File: config.mk
export PLATFORM = sky130hd
export DESIGN_NAME = wb_ram_arbiter
export DESIGN_NICKNAME = d
export VERILOG_FILES = /design/src/rtl/wb_ram_arbiter.sv
export SDC_FILE = /design/constraint.sdc
export NUM_CORES = 1
export LEC_CHECK = 0
export CORE_AREA = 2 2 118 120
export DETAILED_ROUTE_END_ITERATION = 6
export DIE_AREA = 0 0 120 122
export MAX_ROUTING_LAYER = met4
export PLACE_DENSITY = 0.66
export SYNTH_ARGS = -nofsm -noshare
export SYNTH_HDL_FRONTEND = slang
export SYNTH_SLANG_ARGS = --single-unit
File: constraint.sdc
create_clock -name clk_i -period 2.6 [get_ports clk_i]
set_input_delay 0.39 -clock clk_i [delete_from_list [all_inputs] [get_ports clk_i]]
set_output_delay 0.39 -clock clk_i [all_outputs]
set_load 0.1 [all_outputs]
File: src/rtl/wb_ram_arbiter.sv
// Two-master round-robin Wishbone arbiter in front of one slave (normally the on-chip RAM).
// Optional strobe watchdog: define ARB_TIMEOUT_EN to abort strobes the slave never answers.

`ifndef ADR_WIDTH
`define ADR_WIDTH 32
`endif
`ifndef DAT_WIDTH
`define DAT_WIDTH 32
`endif

module wb_ram_arbiter #(
    parameter int unsigned TIMEOUT_CYCLES = 255
) (
    input  logic                  clk_i,
    input  logic                  rst_ni,
    input  logic                  m0_cyc_i,
    input  logic                  m0_stb_i,
    input  logic                  m0_we_i,
    input  logic [`ADR_WIDTH-1:0] m0_adr_i,
    input  logic [`DAT_WIDTH-1:0] m0_dat_i,
    output logic [`DAT_WIDTH-1:0] m0_dat_o,
    output logic                  m0_ack_o,
    output logic                  m0_err_o,
    input  logic                  m1_cyc_i,
    input  logic                  m1_stb_i,
    input  logic                  m1_we_i,
    input  logic [`ADR_WIDTH-1:0] m1_adr_i,
    input  logic [`DAT_WIDTH-1:0] m1_dat_i,
    output logic [`DAT_WIDTH-1:0] m1_dat_o,
    output logic                  m1_ack_o,
    output logic                  m1_err_o,
    output logic                  s_stb_o,
    output logic                  s_we_o,
    output logic [`ADR_WIDTH-1:0] s_adr_o,
    output logic [`DAT_WIDTH-1:0] s_dat_o,
    input  logic [`DAT_WIDTH-1:0] s_dat_i,
    input  logic                  s_ack_i,
    input  logic                  s_err_i,
    output logic [1:0]            grant_o
);

    if (TIMEOUT_CYCLES < 1 || TIMEOUT_CYCLES > 65535) begin : g_bad_timeout
        $error("wb_ram_arbiter: TIMEOUT_CYCLES must be in 1..65535");
    end

`ifdef ARB_TIMEOUT_EN
    typedef enum logic [1:0] {IDLE = 2'd0, BUSY = 2'd1, ABORT = 2'd2} state_e;
`else
    typedef enum logic [0:0] {IDLE = 1'b0, BUSY = 1'b1} state_e;
`endif

    state_e state_q, state_d;
    logic   grant_q, grant_d;   // 0 = m0, 1 = m1
    logic   last_q, last_d;

    logic                  req0, req1;
    logic                  g_cyc, g_stb, g_we;
    logic [`ADR_WIDTH-1:0] g_adr;
    logic [`DAT_WIDTH-1:0] g_dat;
    logic                  ack, err, owned;

    assign req0  = m0_cyc_i & m0_stb_i;
    assign req1  = m1_cyc_i & m1_stb_i;
    assign g_cyc = grant_q ? m1_cyc_i : m0_cyc_i;
    assign g_stb = grant_q ? m1_stb_i : m0_stb_i;
    assign g_we  = grant_q ? m1_we_i  : m0_we_i;
    assign g_adr = grant_q ? m1_adr_i : m0_adr_i;
    assign g_dat = grant_q ? m1_dat_i : m0_dat_i;

`ifdef ARB_TIMEOUT_EN
    localparam logic [15:0] TIMEOUT_W = 16'(TIMEOUT_CYCLES);
    logic [15:0] wait_cnt_q, wait_cnt_d;

    // Counts only cycles where the granted strobe is outstanding and unanswered.
    always_comb begin
        wait_cnt_d = wait_cnt_q + 16'd1;
        if (state_q != BUSY || !g_stb || s_ack_i || s_err_i) wait_cnt_d = '0;
    end

    always_ff @(posedge clk_i or negedge rst_ni) begin
        if (!rst_ni) wait_cnt_q <= '0;
        else         wait_cnt_q <= wait_cnt_d;
    end
`endif

    // NOTE: every output and next-state variable gets a default first so no latch is inferred.
    always_comb begin
        state_d = state_q;
        grant_d = grant_q;
        last_d  = last_q;
        s_stb_o = 1'b0;
        s_we_o  = 1'b0;
        s_adr_o = '0;
        s_dat_o = '0;
        ack     = 1'b0;
        err     = 1'b0;
        owned   = 1'b0;
        unique case (state_q)
            IDLE: begin
                if (req0 || req1) begin
                    grant_d = (req0 && req1) ? ~last_q : req1;
                    last_d  = grant_d;
                    state_d = BUSY;
                end
            end
            BUSY: begin
                owned   = 1'b1;
                s_stb_o = g_stb;
                s_we_o  = g_we;
                s_adr_o = g_adr;
                s_dat_o = g_dat;
                ack     = s_ack_i & g_stb;
                err     = s_err_i & g_stb;
                if (!g_cyc) state_d = IDLE;
`ifdef ARB_TIMEOUT_EN
                else if (wait_cnt_d == TIMEOUT_W) state_d = ABORT;
`endif
            end
`ifdef ARB_TIMEOUT_EN
            ABORT: begin
                // Slave strobe stays low; the master sees err until it withdraws stb.
                owned = 1'b1;
                err   = g_stb;
                if (!g_cyc)      state_d = IDLE;
                else if (!g_stb) state_d = BUSY;
            end
`endif
            default: state_d = IDLE;
        endcase
    end

    // NOTE: sequential state uses non-blocking assignments so all registers update together.
    always_ff @(posedge clk_i or negedge rst_ni) begin
        if (!rst_ni) begin
            state_q <= IDLE;
            grant_q <= 1'b0;
            last_q  <= 1'b1;  // makes m0 win the first tie
        end else begin
            state_q <= state_d;
            grant_q <= grant_d;
            last_q  <= last_d;
        end
    end

    assign m0_dat_o = s_dat_i;
    assign m1_dat_o = s_dat_i;
    assign m0_ack_o = ack & ~grant_q;
    assign m1_ack_o = ack &  grant_q;
    assign m0_err_o = err & ~grant_q;
    assign m1_err_o = err &  grant_q;
    assign grant_o  = owned ? (grant_q ? 2'b10 : 2'b01) : 2'b00;

endmodule

==> out/qor.yml <==
end_kind: "primary output"
grt_max_degree: 38
wl_per_cell_um: 13.9
crit_path_start: "grant_q"
fp.dieArea_um2: 14600
root_buffer: "clkbuf_16"
setup_viol: 0
ant_nets: 0
io_buffers: 209
worst_clock_skew_ps: 0.550
vias: 2015
track_usage_pct: 9.98
startpoint_type: "flop"
seq_area_um2: 81.3
postCtsSetupBuffers: 0
status: "finished clean"
dpl.hpwl_um: 6580
fin_nets: 537
die_h_um: 122
synth_area_leaders: "mux2i_1, buf_4, nor2b_1, buf_6, dfrtp_1"
synth_top_area_share_pct: 36.1
hp-class: "input pin to async pin"
remaining_drc_errors: 0
fmax_mhz: 439
synth_top_cell_by_area: "mux2i_1"
r2r_start: "grant_q"
syn_to_final_growth_pct: 138
coreArea_um2: 13500
cap_viol_max_count: 0
cts_buffer_depth: 2
place_congestion: 0.829
slew_headroom_pct: 66.9
synth.distinct_cells: 18
multi_input_area_um2: 1180
critPathArrivalTime_ps: 1890
max_slew.worst_pin.slew_ps: 496
grt.overflow.total: 0
grt_pass1_vias: 2141
start_util_pct: 13.7
synth_fp_nets: 398
hold_viol: 0
drt-initial-drc-count: 26
syn-cell-area_um2: 1860
syn_avg_cell_area_um2: 8.14
antenna_cells: 0
min_period_ps: 2280
cts.sinks: 3
grt_pass1_wl_um: 11200
cts_made_buffers: 3
viasPerCell: 3.69
fin_crit_sh_pct: 87.6
antenna_found_initial: 0
syn-instance-count: 228
yosysWarnings: 0
clk_latency_ps: 220
cts_tree: "yes"
path_class: "flop to primary output"
drv_slew: 0
synth_seq_cells: 3
h-tree-depth: 1
clkTransAtPathRegs_ps: 30
rsz0062_at_grt: "false"
dr.pass1.iters: 4
crit_fanout: 37
cts_hold_buf: 0
fill_cells: 1338
cts_resized: 0
fin_setup_tns_ps: 0
drive_above_1_share_pct: 23.8
num_io_pins: 306
required_ps: 2210
synth.yosys.seq_area_share_pct: 4.11
drt-total-wl_um: 7610
placementRows: 43
die_x_um: 120
-- sequential cells by signal, indices dropped and copies added, names as in the netlist --
name / cells
last_q: 1
grant_q: 1
state_q: 1
-- worst max-delay path: stages, from the launching register on --
cell,delay [ps]
dfrtp_4,740
buf_12,330
mux2i_1,130
nor2b_1,230
buf_12,210
-- routing by layer --
metal,part of all wire (%),routed length [um],global-route usage (%)
met1,32,2450,9.32
met2,54,4120,18.7
met3,12,894,3.93
met4,2.0,150,3.16
met5,0,0,-
-- synth_stat cells --
| cell | n |
|---|---|
| mux2i_1 | 67 |
| and3_1 | 4 |
| buf_4 | 66 |
| nor2b_2 | 1 |
| buf_6 | 7 |
| mux2_2 | 1 |
| nand3_1 | 1 |
| nand3b_1 | 1 |
| nor2b_1 | 66 |
| dfstp_2 | 1 |
| dfrtp_1 | 2 |
| clkbuf_1 | 4 |
| a22o_1 | 1 |
| a221oi_1 | 1 |
| and3b_1 | 1 |
| a21oi_1 | 1 |
| and2_4 | 1 |
| buf_2 | 2 |
-- logic make-up (layout without fill, tap and decap cells) --
logic type | count (synthesis) | after routing | share of synthesized area, %
compound gates | 3 | 3 | 1.21
buf+inv | 79 | 217 | 32.3
flops | 3 | 3 | 4.11
simple gates | 75 | 75 | 25.7
mux | 68 | 68 | 36.7
-- path summary, 6_finish.rpt --
path | endpoint | slack (ps) | cells past startpoint
max in group asynchronous | last_q | 2030 | 1
worst min-delay path | grant_q | 350 | 1
worst max register to register | state_q | 1080 | 3
min in group clk_i | grant_q | 580 | 2
worst max-delay path | s_dat_o[28] | 320 | 4
worst min register to register | grant_q | 580 | 2
-- layout make-up --
class                      instances  area share (%)
clock buffer                       4            1.78
timing repair buffer             213            64.5
sequential                         3            1.84
tap                              180            5.09
multi-input combinational        146            26.8
-- placed cells by master, fill, tap and decap left out --
| cell | instances |
|---|---|
| clkdlybuf4s50_1 | 137 |
| buf_12 | 73 |
| mux2i_1 | 67 |
| nor2b_1 | 66 |
| clkbuf_16 | 3 |
| buf_4 | 3 |
| and3_2 | 2 |
| and3_1 | 2 |
| nor2b_2 | 1 |
| and2_4 | 1 |
| a221oi_1 | 1 |
| a21oi_1 | 1 |
| and3b_1 | 1 |
| nand3b_1 | 1 |
| mux2_2 | 1 |
| nand3_1 | 1 |
| a22o_1 | 1 |
| clkbuf_1 | 1 |
| dfrtp_4 | 1 |
| dfstp_2 | 1 |
| dfrtp_2 | 1 |
-- through the flow --
step | utilization (%) | hold WS (ps) | setup slack [ps] | cells | area [um2]
2_1_floorplan | - | 94.4 | 77.9 | 228 | 1860
3_3_place_gp | 32.2 | 551 | 560 | 542 | 4350
3_5_place_dp | 32.2 | 579 | 514 | 542 | 4350
4_1_cts | 32.8 | 354 | 270 | 546 | 4420
5_1_grt | 32.8 | 359 | 176 | 546 | 4420
6_report | 32.8 | 349 | 323 | 546 | 4420
Power is left out: the tool's default activity adds up to more than one toggle a clock period on the data nets, which glitch-free logic cannot reach.
